## src/rtl/npu_port_arbiter_if.sv

```systemverilog
// Bundle of requester-side and NPU-side signals for the NPU port arbiter.
// The arbiter takes the slave view; the environment/requesters take the master view.
interface npu_port_arbiter_if #(
    parameter int unsigned DWidth = 32,
    parameter int unsigned NumReq = 2
);
    logic [NumReq-1:0]        req_i;
    logic [NumReq-1:0]        write_i;
    logic [NumReq*DWidth-1:0] addr_i;
    logic [NumReq*DWidth-1:0] wdata_i;
    logic [NumReq-1:0]        gnt_o;
    logic [NumReq-1:0]        rvalid_o;
    logic [DWidth-1:0]        rdata_o;
    logic                     cen_o;
    logic                     wen_o;
    logic [DWidth-1:0]        addr_o;
    logic [DWidth-1:0]        wdata_o;
    logic [DWidth-1:0]        rdata_i;

    modport slave (
        input  req_i, write_i, addr_i, wdata_i, rdata_i,
        output gnt_o, rvalid_o, rdata_o, cen_o, wen_o, addr_o, wdata_o
    );

    modport master (
        output req_i, write_i, addr_i, wdata_i, rdata_i,
        input  gnt_o, rvalid_o, rdata_o, cen_o, wen_o, addr_o, wdata_o
    );
endinterface

```

## src/rtl/npu_port_arbiter.sv

```systemverilog
// Round-robin arbiter with bounded hold window sharing one NPU memory port;
// routes the 1-cycle-latency read data back to the requester that issued it.
module npu_port_arbiter #(
    parameter int unsigned DWidth  = 32,
    parameter int unsigned NumReq  = 2,
    parameter int unsigned MaxHold = 4
) (
    input logic               clk_i,
    input logic               rst_i,
    npu_port_arbiter_if.slave bus
);
    localparam int unsigned     IdW    = (NumReq > 1) ? $clog2(NumReq) : 1;
    localparam int unsigned     CntW   = $clog2(MaxHold + 1);
    localparam logic [CntW-1:0] MaxCnt = CntW'(MaxHold);

    logic [IdW-1:0]  owner_q, owner_d;
    logic            owner_vld_q, owner_vld_d;
    logic [CntW-1:0] cnt_q, cnt_d;
    logic            rd_pend_q, rd_pend_d;
    logic [IdW-1:0]  rd_id_q, rd_id_d;

    logic [IdW-1:0]  win;
    logic [IdW-1:0]  cand;
    logic            win_vld;
    logic            others;
    logic            hold;

    always_comb begin
        others = 1'b0;
        for (int unsigned k = 0; k < NumReq; k++) begin
            if (IdW'(k) != owner_q && bus.req_i[IdW'(k)]) others = 1'b1;
        end

        hold    = owner_vld_q && bus.req_i[owner_q] && ((cnt_q < MaxCnt) || !others);
        win     = owner_q;
        win_vld = hold;
        cand    = '0;

        // Search starts just past the current owner, so an idle gap still restarts fairly.
        if (!hold) begin
            for (int unsigned i = 1; i <= NumReq; i++) begin
                cand = IdW'((32'(owner_q) + i) % NumReq);
                if (!win_vld && bus.req_i[cand]) begin
                    win_vld = 1'b1;
                    win     = cand;
                end
            end
        end

        owner_d     = owner_q;
        owner_vld_d = 1'b0;
        cnt_d       = '0;
        rd_pend_d   = 1'b0;
        rd_id_d     = rd_id_q;
        if (win_vld) begin
            owner_d     = win;
            owner_vld_d = 1'b1;
            if (owner_vld_q && win == owner_q) begin
                cnt_d = (cnt_q >= MaxCnt) ? MaxCnt : cnt_q + 1'b1;
            end else begin
                cnt_d = CntW'(1);
            end
            rd_pend_d = !bus.write_i[win];
            rd_id_d   = win;
        end
    end

    always_comb begin
        bus.gnt_o    = '0;
        bus.cen_o    = 1'b0;
        bus.wen_o    = 1'b0;
        bus.addr_o   = '0;
        bus.wdata_o  = '0;
        bus.rvalid_o = '0;
        bus.rdata_o  = '0;
        // Outputs are forced quiet during reset, including a return still in flight.
        if (!rst_i) begin
            if (win_vld) begin
                bus.gnt_o[win] = 1'b1;
                bus.cen_o      = 1'b1;
                bus.wen_o      = bus.write_i[win];
                bus.addr_o     = bus.addr_i[32'(win)*DWidth +: DWidth];
                bus.wdata_o    = bus.wdata_i[32'(win)*DWidth +: DWidth];
            end
            if (rd_pend_q) begin
                bus.rvalid_o[rd_id_q] = 1'b1;
                bus.rdata_o           = bus.rdata_i;
            end
        end
    end

    always_ff @(posedge clk_i) begin
        if (rst_i) begin
            owner_q     <= '0;
            owner_vld_q <= 1'b0;
            cnt_q       <= '0;
            rd_pend_q   <= 1'b0;
            rd_id_q     <= '0;
        end else begin
            owner_q     <= owner_d;
            owner_vld_q <= owner_vld_d;
            cnt_q       <= cnt_d;
            rd_pend_q   <= rd_pend_d;
            rd_id_q     <= rd_id_d;
        end
    end
endmodule

```

## src/flat_wrapper.sv

```systemverilog
// flat-port wrapper written by rule: the top's interface ports become plain ports
module npu_port_arbiter_flat 
#(
    parameter int unsigned DWidth  = 32,
    parameter int unsigned NumReq  = 2,
    parameter int unsigned MaxHold = 4
)
  (clk_i, rst_i, bus_req_i, bus_write_i, bus_addr_i, bus_wdata_i, bus_rdata_i, bus_gnt_o, bus_rvalid_o, bus_rdata_o, bus_cen_o, bus_wen_o, bus_addr_o, bus_wdata_o);
  npu_port_arbiter_if #(.DWidth(DWidth), .NumReq(NumReq)) bus_i ();
  input logic clk_i;
  input logic rst_i;
  input wire logic [$bits(bus_i.req_i)-1:0] bus_req_i;
  input wire logic [$bits(bus_i.write_i)-1:0] bus_write_i;
  input wire logic [$bits(bus_i.addr_i)-1:0] bus_addr_i;
  input wire logic [$bits(bus_i.wdata_i)-1:0] bus_wdata_i;
  input wire logic [$bits(bus_i.rdata_i)-1:0] bus_rdata_i;
  output wire logic [$bits(bus_i.gnt_o)-1:0] bus_gnt_o;
  output wire logic [$bits(bus_i.rvalid_o)-1:0] bus_rvalid_o;
  output wire logic [$bits(bus_i.rdata_o)-1:0] bus_rdata_o;
  output wire logic [$bits(bus_i.cen_o)-1:0] bus_cen_o;
  output wire logic [$bits(bus_i.wen_o)-1:0] bus_wen_o;
  output wire logic [$bits(bus_i.addr_o)-1:0] bus_addr_o;
  output wire logic [$bits(bus_i.wdata_o)-1:0] bus_wdata_o;
  assign bus_i.req_i = bus_req_i;
  assign bus_i.write_i = bus_write_i;
  assign bus_i.addr_i = bus_addr_i;
  assign bus_i.wdata_i = bus_wdata_i;
  assign bus_i.rdata_i = bus_rdata_i;
  assign bus_gnt_o = bus_i.gnt_o;
  assign bus_rvalid_o = bus_i.rvalid_o;
  assign bus_rdata_o = bus_i.rdata_o;
  assign bus_cen_o = bus_i.cen_o;
  assign bus_wen_o = bus_i.wen_o;
  assign bus_addr_o = bus_i.addr_o;
  assign bus_wdata_o = bus_i.wdata_o;
  npu_port_arbiter #(.DWidth(DWidth), .NumReq(NumReq), .MaxHold(MaxHold)) u_core (.clk_i(clk_i), .rst_i(rst_i), .bus(bus_i));
endmodule
```

## config.mk

```make
export PLATFORM = sky130hd
export DESIGN_NAME = npu_port_arbiter_flat
export DESIGN_NICKNAME = d
export VERILOG_FILES = /design/src/rtl/npu_port_arbiter_if.sv /design/src/rtl/npu_port_arbiter.sv /design/src/flat_wrapper.sv
export SDC_FILE = /design/constraint.sdc
export NUM_CORES = 1
export LEC_CHECK = 0
export BUFFER_PORTS_ARGS = -buffer_cell sky130_fd_sc_hd__buf_2
export CAP_MARGIN = 20
export CORE_AREA = 2 2 103 105
export CTS_BUF_LIST = sky130_fd_sc_hd__clkbuf_4 sky130_fd_sc_hd__clkbuf_8
export CTS_CLUSTER_SIZE = 24
export DETAILED_ROUTE_END_ITERATION = 7
export DIE_AREA = 0 0 105 107
export SLEW_MARGIN = 20
export SYNTH_ARGS = -nofsm -noshare
export SYNTH_HDL_FRONTEND = slang
export SYNTH_SLANG_ARGS = --single-unit
```

## constraint.sdc

```tcl
create_clock -name clk_i -period 2.5 [get_ports clk_i]
set_input_delay 0.25 -clock clk_i [delete_from_list [all_inputs] [get_ports clk_i]]
set_output_delay 0.25 -clock clk_i [all_outputs]
set_load 0.03 [all_outputs]
```

---- Yosys cells after proc, flatten, opt, wreduce, memory -nomap -nowiden ----
Index checks and enable logic that the tools add are counted.
word-level totals
  bits of input ports ..................... 166
  bits in registers ....................... 6
  logic and storage cells ................. 77
  output and inout port bits .............. 102
cells by class
  mux-type cells .......................... 37
  reduce and logical (&&, ||, !) cells .... 17
  $add $sub $neg .......................... 3
  bitwise logic cells ..................... 3
  shift-type cells ........................ 2
  $lt $le $gt $ge ......................... 8
  equality and inequality tests ........... 1
operators with widths
  cell                 number
  $mux 32              6
  $shiftx 64x7->32     2
  $mux 1               24
  $logic_and 1x1->1    9
  $lt 1x2->1 const B   4
  $mux 2               4
  $logic_not 1->1      4
  $reduce_or 4->1      1
  $add 3x1->3 const B  1
  $ge 3x3->1 const B   1
  $lt 3x3->1 const B   1
  $mux 3               1
  $not 1->1            3
  $reduce_or 3->1      1
  $add 1x1->1 const B  2
  $demux 1 s1          2
  $ge 1x1->1 const B   2
  $reduce_or 2->1      1
  $eq 1x1->1           1
  $logic_or 1x1->1     1

---- Depth between registers and ports, before layout ----
  depth in word-level cells ............... 20
  depth in mapped cells ................... 6
  mapped depth without buffers ............ 4

---- Least setup slack after synthesis ----
Ideal clock, no wire load.
  path kind ............................... reg2out
  from .................................... register u_core.owner_vld_q
  to ...................................... output bus_addr_o[10]
  slack ................................... 0.835 ns
  data arrival time ....................... 1.415 ns
  stages on the path, launching flop included .. 7
  path through ............................ dfxtp_1 > nor2b_2 > xor2_1 > a21oi_1 > buf_2 > buf_4 > a22o_1
between the ends
  longest elaborated chain between the ends .. 13
  elaborated cells on any way between the ends .. 16
RTL lines
  element                           line                     text
  from (decl)                       npu_port_arbiter.sv:17   logic owner_vld_q, owner_vld_d;
  from (signal assigned)            npu_port_arbiter.sv:101  owner_vld_q <= owner_vld_d;
  $logic_and 1x1->1 * (2 in a row)  npu_port_arbiter.sv:34   hold = owner_vld_q && bus.req_i[owner_q] && ((cnt_q < MaxCnt) || !others);
  $logic_not 1->1                   --
  $logic_and 1x1->1                 npu_port_arbiter.sv:43   if (!win_vld && bus.req_i[cand]) begin
  $mux 1                            npu_port_arbiter.sv:43
  $mux 1                            npu_port_arbiter.sv:40   if (!hold) begin
  $logic_not 1->1                   npu_port_arbiter.sv:43
  $logic_and 1x1->1                 npu_port_arbiter.sv:43
  $mux 1                            npu_port_arbiter.sv:43
  $mux 1                            npu_port_arbiter.sv:40
  $shiftx 64x7->32                  npu_port_arbiter.sv:82   bus.addr_o = bus.addr_i[32'(win)*DWidth +: DWidth];
  $mux 32 *                         npu_port_arbiter.sv:78   if (win_vld) begin
  $mux 32 *                         npu_port_arbiter.sv:77   if (!rst_i) begin
  to (decl)                         flat_wrapper.sv:22       output wire logic [$bits(bus_i.addr_o)-1:0] bus_addr_o;
Mark *: on every way between the ends. The rest lies on a longest branch, timed or not. The select of a mux whose other input is x is not followed.

---- Worst setup path in the final report ----
  from .................................... register u_core.owner_q
  to ...................................... output bus_addr_o[1]
between the ends
  longest elaborated chain between the ends .. 17
  elaborated cells on any way between the ends .. 31
RTL lines
  element                                         line                     text
  from (decl)                                     npu_port_arbiter.sv:16   logic [IdW-1:0] owner_q, owner_d;
  from (signal assigned)                          npu_port_arbiter.sv:100  owner_q <= owner_d;
  $logic_and 1x1->1 or $not 1->1 (tied branches)  npu_port_arbiter.sv:31   if (IdW'(k) != owner_q && bus.req_i[IdW'(k)]) others = 1'b1;
  $mux 1 or $logic_and 1x1->1 (tied branches)     npu_port_arbiter.sv:31
  $mux 1                                          npu_port_arbiter.sv:31
  $logic_not 1->1                                 npu_port_arbiter.sv:34
  $logic_or 1x1->1                                npu_port_arbiter.sv:34
  $logic_and 1x1->1                               npu_port_arbiter.sv:34
  $logic_not 1->1                                 --
  $logic_and 1x1->1                               npu_port_arbiter.sv:43
  $mux 1                                          npu_port_arbiter.sv:43
  $mux 1                                          npu_port_arbiter.sv:40
  $logic_not 1->1                                 npu_port_arbiter.sv:43
  $logic_and 1x1->1                               npu_port_arbiter.sv:43
  $mux 1                                          npu_port_arbiter.sv:43
  $mux 1                                          npu_port_arbiter.sv:40
  $shiftx 64x7->32                                npu_port_arbiter.sv:82
  $mux 32 *                                       npu_port_arbiter.sv:78
  $mux 32 *                                       npu_port_arbiter.sv:77
Marked as above.

==> impl_results.md <==
- Status: completed
- Commonest non-fill, non-tap cells in the layout: buf_2 (267), a22o_1 (64), and2_1 (35), dfxtp_1 (6), inv_1 (5)
- RePlAce Congestion: about 0.79
- CTS hold repair buffers: 0
- Congestion Overflow GR: 0
- Worst Path Required: 2250 ps
- Row Count: 37
- Initial antenna violation count: 0
- Syn Inst Count: about 160
- Pins over their slew limit: 0
- Number of CTS-inserted buffers: 3
- Worst-margin pin slew: approximately 300 ps
- I/O pin total: ~270
- Worst-path clk slew: 30 ps
- Synthesized Nets: roughly 320
- CTS tree: built
- ANT nets after route: 0
- Fin util: 26.98%
- Detailed-route via count: about 2.3k
- Starting Density: roughly an eighth
- Critical Path AT: approximately 1900 ps
- Fin nets: 580
- # fillers: roughly 1.1k
- First-pass GRT wire length: roughly 10000 um
- YS warnings: 0
- Core footprint: between 10000 and 15000 um2
- WL/cell: 13.11 um
- Power Dens Cells: ~310 nW/um2
- Die Height: 107 um
- GR Util All Layers: between 10% and 20%
- Total Neg Setup Slack: 0 ps
- RSZ-0062 raised after global routing: no
- CP Max Fanout: 65
- Vias in the first global route: 2032
- Pre-CTS WS: 639.3 ps
- Crit-path cells: nand2b_4 > o2111a_2 > buf_12 > a22o_1 > buf_2
- # port buffers: around 270
- Count of cell types in the netlist: 26
- CP Class: reg -> out
- Clock H-tree levels: 1
- Setup violations, final: 0
- Placed Instance Area: roughly 2700 um2
- Die Wd: 105 um
- DRT Pass-1 Iters: 4
- VDD IR max: about 0.24 mV
- Clk sinks: 6
- DR DRC count: 0
- Final wirelength: roughly 7200 um
- Most common cell after layout, fill and taps aside: buf_2
- Max Fclk: 473.2 MHz
- Endpoints failing hold: 0
- Worst setup EP type: primary output
- Critical Path Slowest Stage Cell: dfxtp_1
- Diode count: 0
- P&R area growth vs syn: 117.6%
- Vias per cell: about 4.2
- Root Buffer: clkbuf_8
- Longest Clk Path Bufs: 2
- Setup bufs post-CTS: 0
- LEAKAGE: ~1.7 nW
- Crit-path max cell delay: between 400 and 500 ps
- DR iter-0 viols: approximately 210
- Average cell area after synthesis: 8.072 um2
- Seq/Total Area, Yosys: about a tenth
- DP Cell Count: about 540
- Max-cap violations: 0
- Post-cts resize count: 0
- Layout cell share with drive strength beyond 1: between 60 and 70%
- Non-filler cells, final: between 500 and 600
- Clock latency on the worst-skew pair: ~220 ps
- Slew HR: 79.86%
- Largest net degree at the start of global routing: 66
- Detail Placement HPWL: between 5000 and 6000 um
- Mapped Area: roughly 1300 um2
- #FFs+latches synth: 6
- Final worst slack: between 300 and 400 ps
- Fin crit share: around 85%
- Final instance area: 2723 um2
- Die area: between 10000 and 15000 um2
- Final min period: 2113 ps
- Setup crit start kind: register
- Worst Hold Class: in -> reg
- Layout Skew: around 1.4 ps
==> state kept, by name, summed over array words and instances, names as in the netlist <==
register,flops
u_core.owner_q,1
u_core.owner_vld_q,1
u_core.rd_pend_q,1
u_core.cnt_q,3
==> cell families (layout without fill, tap and decap cells) <==
kind of cell | count (synthesis) | count (layout) | synth area share, %
buffers and inverters | 23 | 278 | 12.40
AND/OR/NAND/NOR | 47 | 47 | 23.60
multiplexers | 2 | 2 | 1.700
AO/OA/AOI/OAI | 74 | 74 | 50.00
adder cells (fa/ha/maj) | 2 | 2 | 2.000
flip-flops | 6 | 6 | 9.600
XOR/XNOR | 1 | 1 | 0.7001
==> worst max-delay path: cells and delay by family, from the launching register on <==
family | cells | cell delay (ps)
flops | 1 | 480
simple gates | 1 | 210
buf+inv | 2 | 450
compound gates | 2 | 440
==> cell usage after synthesis (all sizes together) <==
cell	instances	area share (%)
mux2	1	0.90
nand4b	1	0.70
o211ai	1	0.60
nand2b	1	1.1
nor2b	3	1.7
xor2	1	0.70
nor3b	1	0.60
buf	15	10
nand2	3	0.90
o2111a	1	0.90
clkbuf	3	0.90
a21oi	4	1.6
o21ai	2	0.80
o21bai	1	0.60
mux2i	1	0.80
ha	2	2.0
and2	35	18
a22o	64	45
o31a	1	0.70
dfxtp	6	9.6
nand3	2	0.80
nor2	1	0.30
inv	5	1.5
==> final timing paths <==
| path | end | slack, ps | startpoint | cells after the start |
|---|---|---|---|---|
| setup / recovery | bus_addr_o[1] | 390 | u_core.owner_q$_SDFFE_PP0N_ | 5 |
| setup reg to reg | u_core.rd_pend_q$_SDFF_PN0_ | 1240 | u_core.owner_q$_SDFFE_PP0N_ | 4 |
| hold / removal | u_core.rd_pend_q$_SDFF_PN0_ | 370 | bus_write_i[0] | 3 |
| hold reg to reg | u_core.cnt_q[1]$_SDFF_PP0_ | 530 | u_core.owner_vld_q$_DFF_P_ | 2 |
==> routing by layer <==
layer	global-route usage (%)	wire, um	vias to the layer above
met5	0	0	-
li1	-	-	1102
met2	19.02	3665	124
met3	1.641	539	14
met4	3.143	108	0
met1	13.67	2843	1048
==> where the power goes <==
| part | leakage [nW] | switching (W) | internal [W] |
|---|---|---|---|
| combinational | 1.62 | 0.000362 | 0.000242 |
| sequential | 0.0496 | 0.00000551 | 0.000102 |
| clock | 0.0216 | 0.0000393 | 0.000103 |
| total | 1.70 | 0.000407 | 0.000447 |
==> layout make-up <==
type / instances / area (um2) / share of cell area [%]
timing repair buffer: 270 / 1384 / 50.83
multi-input combinational: 126 / 988.4 / 36.31
tap: 136 / 170.2 / 6.250
sequential: 6 / 120.1 / 4.412
clock buffer: 3 / 41.29 / 1.517
inverter: 5 / 18.77 / 0.6893
==> through the flow <==
stage	power [W]	hold WS, ps
CTS	0.0008636	367.5
detailed placement	0.0007129	525.4
finish	0.0008539	371.5
global placement	0.0007077	513.5
floorplan	0.0004756	465.7
global route	0.0009018	382.0
No activity file was read; power rests on OpenSTA's default activity.
